File: config.mk
export PLATFORM = sky130hd
export DESIGN_NAME = four_to_two_encoder_debounced
export DESIGN_NICKNAME = d
export VERILOG_FILES = /design/src/rtl/four_to_two_encoder_debounced_pkg.sv /design/src/rtl/four_to_two_encoder_debounced_sync2.sv /design/src/rtl/four_to_two_encoder_debounced.sv
export SDC_FILE = /design/constraint.sdc
export NUM_CORES = 1
export LEC_CHECK = 0
export BUFFER_PORTS_ARGS = -buffer_cell sky130_fd_sc_hd__buf_2
export CAP_MARGIN = 20
export CELL_PAD_IN_SITES_DETAIL_PLACEMENT = 1
export CELL_PAD_IN_SITES_GLOBAL_PLACEMENT = 1
export CORE_ASPECT_RATIO = 1.1
export CORE_MARGIN = 2
export CORE_UTILIZATION = 41
export CTS_BUF_LIST = sky130_fd_sc_hd__clkbuf_2 sky130_fd_sc_hd__clkbuf_4 sky130_fd_sc_hd__clkbuf_8
export CTS_CLUSTER_SIZE = 25
export DETAILED_ROUTE_END_ITERATION = 10
export HOLD_SLACK_MARGIN = 0.05
export PLACE_DENSITY_LB_ADDON = 0.05
export SLEW_MARGIN = 20
export SYNTH_ARGS = -nofsm -noshare
export SYNTH_HDL_FRONTEND = slang
export SYNTH_SLANG_ARGS = --single-unit
File: constraint.sdc
create_clock -name clk -period 1.6 [get_ports clk]
set_input_delay 0.08 -clock clk [delete_from_list [all_inputs] [get_ports clk]]
set_output_delay 0.08 -clock clk [all_outputs]
set_load 0.005 [all_outputs]
File: src/rtl/four_to_two_encoder_debounced_pkg.sv
// rtl/four_to_two_encoder_debounced_pkg.sv - shared state, code type and encode helpers
// for four_to_two_encoder_debounced.
package four_to_two_enc_pkg;

  typedef enum logic [1:0] {
    IDLE     = 2'd0,
    DEBOUNCE = 2'd1,
    PRESSED  = 2'd2,
    RELEASE  = 2'd3
  } state_t;

  typedef logic [1:0] code_t;

  // Highest set index wins; an all-zero input also maps to 0 and is
  // distinguished by the caller.
  function automatic code_t encode4(input logic [3:0] d);
    if (d[3])      return 2'd3;
    else if (d[2]) return 2'd2;
    else if (d[1]) return 2'd1;
    else           return 2'd0;
  endfunction

  function automatic logic is_multi_hot(input logic [3:0] d);
    return (d & (d - 4'd1)) != 4'd0;
  endfunction

endpackage

File: src/rtl/four_to_two_encoder_debounced_sync2.sv
// rtl/four_to_two_encoder_debounced_sync2.sv - two-flop synchronizer (sync2) for
// asynchronous level inputs.
module sync2 #(
  parameter int WIDTH = 1
) (
  input  logic             clk,
  input  logic             rst_n,
  input  logic [WIDTH-1:0] i_d,
  output logic [WIDTH-1:0] o_q
);

  logic [WIDTH-1:0] r_meta;
  logic [WIDTH-1:0] r_sync;

  always_ff @(posedge clk or negedge rst_n) begin
    if (!rst_n) begin
      r_meta <= '0;
      r_sync <= '0;
    end else begin
      r_meta <= i_d;
      r_sync <= r_meta;
    end
  end

  assign o_q = r_sync;

endmodule

File: src/rtl/four_to_two_encoder_debounced.sv
// rtl/four_to_two_encoder_debounced.sv - debounced 4-to-2 button encoder with V/ready event output;
// MULTI_HOT_ERR_EN rejects multi-hot samples and adds the err pulse output.
module four_to_two_encoder_debounced
  import four_to_two_enc_pkg::*;
#(
  parameter int DEBOUNCE_CYCLES = 4
) (
  input  logic       clk,
  input  logic       rst_n,
  input  logic [3:0] D,
  output logic       A,
  output logic       B,
  output logic       V,
  input  logic       ready,
  output logic       ovf
`ifdef MULTI_HOT_ERR_EN
  ,
  output logic       err
`endif
);

  localparam int CNT_W = $clog2(DEBOUNCE_CYCLES + 1);
  localparam logic [CNT_W-1:0] LP_CNT_MAX = CNT_W'(DEBOUNCE_CYCLES);
  localparam logic [CNT_W-1:0] LP_CNT_ONE = CNT_W'(1);

  logic [3:0]       w_d_s;
  code_t            w_code;
  logic             w_any;
  logic             w_multi;
  logic             w_accept;

  state_t           r_state;
  logic [CNT_W-1:0] r_cnt;
  code_t            r_cand;
  code_t            r_code;
  logic             r_v;
  logic             r_ovf;

  sync2 #(.WIDTH(4)) u_sync2 (
    .clk   (clk),
    .rst_n (rst_n),
    .i_d   (D),
    .o_q   (w_d_s)
  );

  assign w_code   = encode4(w_d_s);
  assign w_any    = (w_d_s != 4'd0);
  assign w_accept = r_v & ready;

`ifdef MULTI_HOT_ERR_EN
  assign w_multi = is_multi_hot(w_d_s);
`else
  assign w_multi = 1'b0;
`endif

  always_ff @(posedge clk or negedge rst_n) begin
    if (!rst_n) begin
      r_state <= IDLE;
      r_cnt   <= '0;
      r_cand  <= 2'd0;
      r_code  <= 2'd0;
      r_v     <= 1'b0;
      r_ovf   <= 1'b0;
    end else begin
      if (w_accept) r_v <= 1'b0;
      case (r_state)
        IDLE: begin
          if (w_any && !w_multi) begin
            r_cand  <= w_code;
            r_cnt   <= LP_CNT_ONE;
            r_state <= DEBOUNCE;
          end
        end
        DEBOUNCE: begin
          if (!w_any || w_multi) begin
            r_state <= IDLE;
          end else if (w_code != r_cand) begin
            r_cand <= w_code;
            r_cnt  <= LP_CNT_ONE;
          end else if (r_cnt == LP_CNT_MAX) begin
            r_state <= PRESSED;
            // An accept on this same edge frees the slot for the new event.
            if (!r_v || w_accept) begin
              r_code <= r_cand;
              r_v    <= 1'b1;
            end else begin
              r_ovf <= 1'b1;
            end
          end else begin
            r_cnt <= r_cnt + LP_CNT_ONE;
          end
        end
        PRESSED: begin
          if (!w_any) begin
            r_cnt   <= LP_CNT_ONE;
            r_state <= RELEASE;
          end
        end
        RELEASE: begin
          if (w_any) begin
            r_state <= PRESSED;
          end else if (r_cnt == LP_CNT_MAX) begin
            r_state <= IDLE;
          end else begin
            r_cnt <= r_cnt + LP_CNT_ONE;
          end
        end
        default: r_state <= IDLE;
      endcase
    end
  end

`ifdef MULTI_HOT_ERR_EN
  logic r_err;

  always_ff @(posedge clk or negedge rst_n) begin
    if (!rst_n) r_err <= 1'b0;
    else        r_err <= w_multi && ((r_state == IDLE) || (r_state == DEBOUNCE));
  end

  assign err = r_err;
`endif

  assign A   = r_code[1];
  assign B   = r_code[0];
  assign V   = r_v;
  assign ovf = r_ovf;

endmodule
**Word level (Yosys, flattened, before mapping)**

Cells that the tools add are included.

- Bits of input ports: 7
- Flip-flop bits (word level): 19
- Output and inout bits: 4

- Eq/ne operators: 13
- Bitwise gates (word level): 3
- Muxes and demuxes: 28
- $add $sub $neg: 1
- Reduce and logical (&&, ||, !) cells: 10

Operators with widths:

| operator | count |
|---|---|
| $mux 2 | 12 |
| $mux 3 | 6 |
| $reduce_and 5->1 | 3 |
| $pmux 3 s4 | 1 |
| $ne 2x2->1 const B | 5 |
| $ne 3x3->1 const B | 3 |
| $pmux 2 s4 | 1 |
| $reduce_and 4->1 | 2 |
| $mux 1 | 7 |
| $eq 2x2->1 const B | 2 |
| $pmux 2 s2 | 1 |
| $reduce_bool 4->1 | 1 |
| $add 3x1->3 const B | 1 |
| $eq 3x3->1 const B | 1 |
| $eq 2x1->1 const B | 1 |
| $logic_not 2->1 | 1 |
| $ne 2x2->1 | 1 |
| $not 1->1 | 2 |
| $reduce_bool 2->1 | 1 |
| $and 1x1->1 | 1 |
| $logic_not 1->1 | 1 |
| $logic_or 1x1->1 | 1 |

**Longest topological paths before layout**

Gate-level depths: netlist of run 1.

- Depth after elaboration: 7
- Gate-level depth with buffers: 7
- Depth with buffers taken out: 7

**By module**

Synthesis of run 1 repeated with hierarchy kept, for this count alone.

- Cell total of the unflattened synthesis: 66
- Area total of the unflattened synthesis: 809.5 sq um

Modules (own cells, without submodules):

| module | cells an instance | area each (sq um) | seq. area each (sq um) | instances |
|---|---|---|---|---|
| four_to_two_encoder_debounced | 58 | 609.3 | 275.3 | 1 |
| sync2 | 8 | 200.2 | 200.2 | 1 |

**Worst setup path after synthesis of run 1**

OpenSTA, ideal clock, no wires.

- Path type: register -> register
- Start: register u_sync2.r_sync[3], in the netlist u_sync2.o_q[3]
- End: register r_code[0]
- Setup time: 127 ps
- Data arrival time: 1596 ps
- Path buffers: 0
- Cell stages (with the launch flop): 6
- Path slack: -123 ps
- Period minus slack after synthesis: 1723 ps
- Path through: dfrtp_1 > or2_4 > or3_4 > a21oi_4 > nand3_2 > mux2_1

- Word-level cells in the longest chain between the ends: 4
- Elaborated cells between the ends (all ways): 5

Ends and longest elaborated chain:

| what | line | RTL |
|---|---|---|
| start, declared | four_to_two_encoder_debounced_sync2.sv:13 | `logic [WIDTH-1:0] r_sync;` |
| start signal, assigned | four_to_two_encoder_debounced_sync2.sv:21 | `r_sync <= r_meta;` |
| $mux 2 | four_to_two_encoder_debounced_pkg.sv:17 | `if (d[3]) return 2'd3;` |
| $ne 2x2->1 | four_to_two_encoder_debounced.sv:77 | `end else if (w_code != r_cand) begin` |
| $not 1->1 (no source line) | - |  |
| $reduce_and 5->1 (no source line) * | - |  |
| end signal, assigned | four_to_two_encoder_debounced.sv:84 | `r_code <= r_cand;` |
| end, declared | four_to_two_encoder_debounced.sv:35 | `code_t r_code;` |

Mark *: on every way between the ends. The rest lies on a longest branch, timed or not.
A chain may end at the register's enable or synchronous reset.

**Worst setup path after layout of run 1**

- Start: register u_sync2.r_sync[2], in the netlist u_sync2.o_q[2]
- End: register r_code[1]

- Word-level cells in the longest chain between the ends: 5
- Elaborated cells between the ends (all ways): 6

Ends and longest elaborated chain:

| what | line | RTL |
|---|---|---|
| $mux 2 | four_to_two_encoder_debounced_pkg.sv:18 | `else if (d[2]) return 2'd2;` |
| $mux 2 | four_to_two_encoder_debounced_pkg.sv:17 |  |
| $ne 2x2->1 | four_to_two_encoder_debounced.sv:77 |  |
| $not 1->1 (no source line) | - |  |
| $reduce_and 5->1 (no source line) * | - |  |

Marked as above.

==> results of run 1 <==
[power by group through the flow]
stage | Combinational, mW | Sequential (mW) | Clock [mW]
2_1_floorplan | 0.312 | 0.662 | 0
3_3_place_gp | 0.555 | 0.677 | 0
3_5_place_dp | 0.578 | 0.679 | 0
4_1_cts | 0.595 | 0.671 | 0.266
5_1_grt | 0.683 | 0.697 | 0.293
6_report | 0.616 | 0.677 | 0.266
[stage by stage]
| step | hold slack [ns] | util, % | std cells |
|---|---|---|---|
| 4_1_cts | 0.115 | 58.0 | 137 |
| 3_5_place_dp | 0.0401 | 53.4 | 127 |
| 5_1_grt | 0.145 | 59.5 | 138 |
| 2_1_floorplan | -0.216 | - | 75 |
| 3_3_place_gp | 0.0316 | 53.4 | 127 |
| 6_report | 0.119 | 59.5 | 138 |
[state kept, by name, summed over array words and instances (netlist names), named ones only]
signal and cells:
V 1, r_cand 2, r_state 1, u_sync2.r_meta 4, ovf 1, r_cnt 3
u_sync2.o_q 4, r_code 2
[how the worst max path moves through the flow]
stage | from | to | slack, ns
after floorplan | u_sync2.o_q[3] | r_code[0] | -0.06
after global placement | u_sync2.o_q[3] | r_code[1] | -0.05
after CTS | r_cand[0] | r_code[0] | -0.11
final | u_sync2.o_q[2] | r_code[1] | -0.16
after global routing | u_sync2.o_q[2] | r_code[1] | -0.20
after detailed placement | u_sync2.o_q[3] | r_code[1] | -0.11
[cell families (layout without fill, tap and decap cells)]
group,Yosys count,count (layout)
compound gates,18,18
xor+xnor,1,1
fa+ha+maj,2,2
buf+inv,10,45
flops,19,19
mux,5,5
simple gates,20,20
[metal layers]
layer | up-vias | GRT usage, % | wire [um]
li1 | 337 | - | -
met4 | 0 | 11.1 | 40
met1 | 350 | 24.0 | 853
met2 | 9 | 37.4 | 1330
met5 | - | 0 | 0
met3 | 4 | 2.08 | 39
[worst max-delay path: cells and delay by family (launching register included)]
family | cells | cell delay, ns
and+or+nand+nor | 3 | 0.73
DFF | 1 | 0.41
muxes | 1 | 0.33
AOI/OAI and AO/OA | 1 | 0.17
[cell usage after synthesis, types with 2 or more instances]
library cell	count	area [um^2]
inv_1	8	30.0
and3_1	2	12.5
o21ai_0	3	15.0
ha_1	2	25.0
clkbuf_1	2	7.51
nand2_1	6	22.5
mux2i_1	2	20.0
a31oi_1	2	12.5
a21oi_1	5	25.0
nand3_1	3	15.0
mux2_1	2	22.5
dfrtp_1	19	475
[cells in the final DEF, fill, tap and decap left out, types with 2 or more instances in the layout]
master         netlist  routed
and3_1               2       2
buf_6                0       2
ha_1                 2       2
a21oi_1              5       4
dlygate4sd3_1        0       5
a31oi_1              2       2
buf_4                0      16
dfrtp_1             19      18
inv_1                8       8
mux2i_1              2       2
mux2_4               0       2
nand2_1              6       6
buf_2                0      10
clkbuf_4             0       4
nand3_1              3       3
[area by class of cell]
class / instances / area [um^2]
Tap cell: 28 / 35.0
Sequential cell: 19 / 477
Timing Repair Buffer: 33 / 243
Multi-Input combinational cell: 46 / 363
Inverter: 8 / 30.0
Fill cell: 212 / 801
Clock buffer: 4 / 30.0
[timing repair]
item / CTS / global route
hold endpoints to repair: 23 / 0
setup buffers: 1 / 1
gates cloned: 0 / 0
setup endpoints to repair: 6 / 11
gates resized for setup: 1 / 7
pin swaps: 2 / 3
hold buffers: 5 / 0
==> flow_metrics.tcl, run 1 <==
set metrics [dict create \
    status "complete, but fails checks" \
    violations "negative setup slack" \
    tritoncts "done" \
    critPathRequiredTime_ns 1.80 \
    numCtsBuffers 3 \
    ys_warn_count 0 \
    avgSynthCellArea_um2 11.3 \
    synth_top_family_by_area "compound AO/OA/AOI/OAI gates" \
    die_h_um 51.7 \
    synth_xor_area_share_pct 1.03 \
    cts.reportedPaths.clkPinSlew_ns 0.11 \
    first_global_vias 772 \
    intPower_mw 1.02 \
    area_growth_syn_to_layout_pct 38.6 \
    cts_sinks 19 \
    crit_type "reg -> reg" \
    period_share_pct 110 \
    io_pins 11 \
    ant_nets 0 \
    rsz0062_at_grt "yes" \
    hold_violations 0 \
    combPwrFrac_pct 39.5 \
    setup.worst_path.end_class "flip-flop" \
    num_antenna_cells 0 \
    ys_ff_latch 19 \
    setup_ws_ns -0.156 \
    wl_per_cell_um 16.4 \
    cp.arrival_ns 1.95 \
    fmax_mhz 570 \
    hold_depth 4 \
    grt_max_degree 20 \
    yosysUniqueCellTypes 31 \
    ys.flop_type "dfrtp_1" \
    cts-root-buf "clkbuf_4" \
    hold_path_class "in -> reg" \
    drc 0 \
    h-tree-depth 1 \
    nets 120 \
    start_kind "flip-flop" \
    cp_slowest_stage_delay_ns 0.41 \
    postPlaceCellArea_mm2 0.00106 \
    place_worst_setup_slack_ns -0.110 \
    finalCriticalPeriod_ns 1.76 \
    viasPerCell 5.07 \
    design.core.area_mm2 0.00198 \
    num_vias 700 \
    synth_mux_area_share_pct 6.33 \
    syn_inst 75 \
    initial_core_util_pct 42.9 \
    holdPathEnd "V" \
    synth_compound_area_share_pct 15.2 \
    vdd_ir_drop_max_uv 836 \
    drt_wl_total_mm 2.26 \
    power_frac_seq_pct 43.4 \
    grt_pass1_wl_mm 3.48 \
    clk_latency_ns 0.30 \
    drive_above_1_share_pct 40.9 \
    ctsLongestPathBuffers 2 \
    gp_congestion 0.767 \
    tightestPinTransition_ns 0.421 \
    yosys.area_share.simple_pct 14.1 \
    design_power_total_mw 1.56 \
    synth-edff-count 0 \
    slew_headroom_pct 71.9 \
    dp_hpwl_mm 1.48 \
    r2r-end "r_code[1]" \
    dieArea_mm2 0.00245 \
    drtIter0Drc 5 \
    antenna_found_initial 0 \
    drtPass1Iterations 3 \
    die_w_um 47.4 \
    fin_worst_skew_ns 0.00449 \
    switching_share_pct 34.5 \
    r2r_cells 5 \
    static-leakage-power_nw 0.585 \
    cap_viol_max_count 0 \
    finalMaxSlewViolations 0 \
    postSynth.asyncResetShare_pct 100 \
    path_cells "or2_4 -> or3_4 -> a21oi_4 -> nand3_2 -> mux2_4" \
    path_max_fanout 4 \
    hp-start "ready" \
    tns_ns -0.546 \
    synth_area_um2 850 \
    crit_slowest_cell "dfrtp_1" \
    finalSetupViolCount 9 \
    std_cell_rows 17 \
    pwr-share-clk_pct 17.1 \
    grt-ovfl-total 0 \
    ff2ff_setup_slack_ns -0.16 \
    r2r-start "u_sync2.o_q[2]" \
    synth_fa_ha_area_share_pct 2.95 \
    stdcell_area_mm2 0.00118 \
    p_sw_uw 538 \
    syn_nets 84 \
    grt_usage_pct 21.2 \
    port_buffers 10 \
    yosysSeqAreaShare_pct 56.0 \
    power_density_mw_per_mm2 1320 \
]
(Power assumes the default switching activity.)
==> inputs of run 2 (changes only) <==
Settings changed: ABC_AREA set to 1, CORE_UTILIZATION 41 to 40, REMOVE_ABC_BUFFERS set to 1.
==> flow_metrics.tcl, run 2 <==
set metrics [dict create \
    yosysSeqAreaShare_pct 53.0 \
    vdd_ir_drop_max_uv 728 \
    std_cell_rows 17 \
    tightestPinTransition_ns 0.416 \
    drt_wl_total_mm 1.67 \
    antenna_found_initial 0 \
    start_kind "flip-flop" \
    p_sw_uw 647 \
    yosys.area.top_type "dfrtp_1" \
    hold_path_class "in -> async" \
    period_share_pct 87.4 \
    fmax_mhz 715 \
    nets 135 \
    synthMostInstantiatedCell "nand2_1" \
    pwr-share-clk_pct 16.2 \
    drtIter0Drc 4 \
    ff2ff_setup_slack_ns 0.20 \
    combPwrFrac_pct 40.1 \
    wl_per_cell_um 10.9 \
    dp.cells 143 \
    busiest_layer "met2" \
    grt_util_met1_pct 17.9 \
    cap_viol_max_count 0 \
    drtPass1Iterations 3 \
    design_power_total_mw 1.58 \
    path_cells "inv_1 -> ha_1 -> nand2_1 -> inv_1 -> nand3_2 -> nand2_1 -> nand2_1 -> nand2_1 -> nand2_1" \
    power_density_mw_per_mm2 1480 \
    cp_slowest_stage_delay_ns 0.41 \
    grt_pass1_wl_mm 3.20 \
    grt-ovfl-total 0 \
    yosysUniqueCellTypes 16 \
    place_worst_setup_slack_ns 0.214 \
    fin_worst_skew_ns 0.00325 \
    num_antenna_cells 0 \
    port_buffers 10 \
    slew_headroom_pct 72.3 \
    numCtsBuffers 3 \
    final_cell_mix "nand2_1 (31), dfrtp_1 (19), inv_1 (12)" \
    gp_congestion 0.842 \
    ys_ff_latch 19 \
    postPlaceCellArea_um2 982 \
    dieArea_mm2 0.00264 \
    h-tree-depth 1 \
    intPower_uw 936 \
    synth_area_um2 897 \
    grtUsageMet3_pct 3.61 \
    grt_usage_pct 16.4 \
    die_h_um 53.7 \
    setup.worst_path.end_class "flip-flop" \
    tns_ns 0 \
    cts_setup_buffers 0 \
    final_common_cell "nand2_1" \
    finalMaxSlewViolations 0 \
    rsz0062_at_grt "no" \
    ys.flop_type "dfrtp_1" \
    avgSynthCellArea_um2 8.54 \
    first_global_vias 767 \
    met2_usage_pct 30.9 \
    stdcell_area_mm2 0.00107 \
    finalSetupViolCount 0 \
    cts.reportedPaths.clkPinSlew_ns 0.11 \
    crit_slowest_cell "dfrtp_1" \
    power_frac_seq_pct 43.7 \
    finalNonFillerCells 153 \
    ant_nets 0 \
    status "complete, no violations" \
    tritoncts "done" \
    synth-edff-count 0 \
    synth_area_leaders "dfrtp_1 (53%), nand2_1 (13%), nand2_2 (6.3%), nand3_1 (5.0%), inv_1 (5.0%)" \
    ys_warn_count 0 \
    postSynth.asyncResetShare_pct 100 \
    hold_violations 0 \
    ctsLongestPathBuffers 2 \
    switching_share_pct 40.9 \
    num_vias 695 \
    area_growth_syn_to_layout_pct 19.5 \
    static-leakage-power_nw 0.562 \
    initial_core_util_pct 43.5 \
    cp_num_buf_inv 2 \
    design.core.area_mm2 0.00206 \
    crit_type "reg -> reg" \
    setup_ws_ns 0.201 \
    crit_path_frequent_cell "nand2_1" \
    grt_max_degree 20 \
    die_w_um 49.2 \
    synth_common_cells "nand2_1 (31), dfrtp_1 (19), inv_1 (12), nand2_2 (9), nand3_1 (9)" \
    clk_latency_ns 0.29 \
    critPathRequiredTime_ns 1.79 \
    drc 0 \
    cts_sinks 19 \
    path_max_fanout 4 \
    finalCriticalPeriod_ns 1.40 \
    dp_hpwl_mm 1.34 \
    viasPerCell 4.54 \
    io_pins 11 \
    drive_above_1_share_pct 27.2 \
    cts-root-buf "clkbuf_4" \
    cp.arrival_ns 1.59 \
    syn_inst 105 \
    cp_top_family "simple AND/OR/NAND/NOR gates" \
    yosysTopAreaCellShare_pct 53.0 \
]
==> run 2: changes by cell type after synthesis, sizes merged, moves of 3 or more <==
| cell | change |
|---|---|
| inv | +9 |
| nand3 | +6 |
| mux2 | -3 |
| nor2 | +6 |
| nand2 | +34 |
==> run 2: power by group through the flow <==
stage,Clock (mW),Combinational (mW),Sequential [mW]
after global routing,0.292,0.740,0.711
after global placement,0,0.608,0.698
after CTS,0.272,0.647,0.695
after detailed placement,0,0.632,0.706
final,0.256,0.635,0.693
after floorplan,0,0.490,0.676
==> run 2: final cells by class <==
cell class / count / area, um^2
Clock buffer: 4 / 30.0
Tap cell: 28 / 35.0
Sequential cell: 19 / 475
Fill cell: 260 / 991
Inverter: 17 / 63.8
Timing Repair Buffer: 16 / 110
Multi-Input combinational cell: 69 / 358
==> run 2: kinds of logic (layout without fill, tap and decap cells) <==
| family | count (synthesis) | after routing | share of synthesized area, % |
|---|---|---|---|
| simple gates | 59 | 59 | 32.2 |
| fa+ha+maj | 2 | 2 | 2.79 |
| flops | 19 | 19 | 53.0 |
| xor+xnor | 1 | 1 | 0.976 |
| compound gates | 7 | 7 | 3.90 |
| buf+inv | 17 | 37 | 7.11 |
==> run 2: worst paths after layout <==
| path | startpoint | endpoint | depth (start not counted) |
|---|---|---|---|
| worst max-delay path | r_cnt[0] | flip-flop | 9 |
| min in group clk | u_sync2.r_meta[0] | u_sync2.o_q[0] | 0 |
| worst min-delay path | rst_n | r_cand[1] | 2 |
| worst max register to register | r_cnt[0] | flip-flop | 9 |
| max in group asynchronous | rst_n | u_sync2.r_meta[1] | 2 |
| worst min register to register | u_sync2.r_meta[0] | u_sync2.o_q[0] | 0 |
==> run 2: what timing repair did <==
item	in CTS	in global routing
hold endpoints to repair	24	0
hold buffers	6	0
resized for setup	0	0
==> run 2: per-stage QoR <==
stage	hold WS, ns	utilization (%)
floorplan	-0.216	-
global placement	0.0365	47.6
detailed placement	0.0417	47.6
CTS	0.258	52.0
global route	0.286	52.0
finish	0.242	52.0
==> run 2: per-layer routing <==
layer	part of all wire (%)	up-vias
met5	0	-
met1	46	318
li1	-	364
met2	50	11
met4	1.0	0
met3	3.1	2
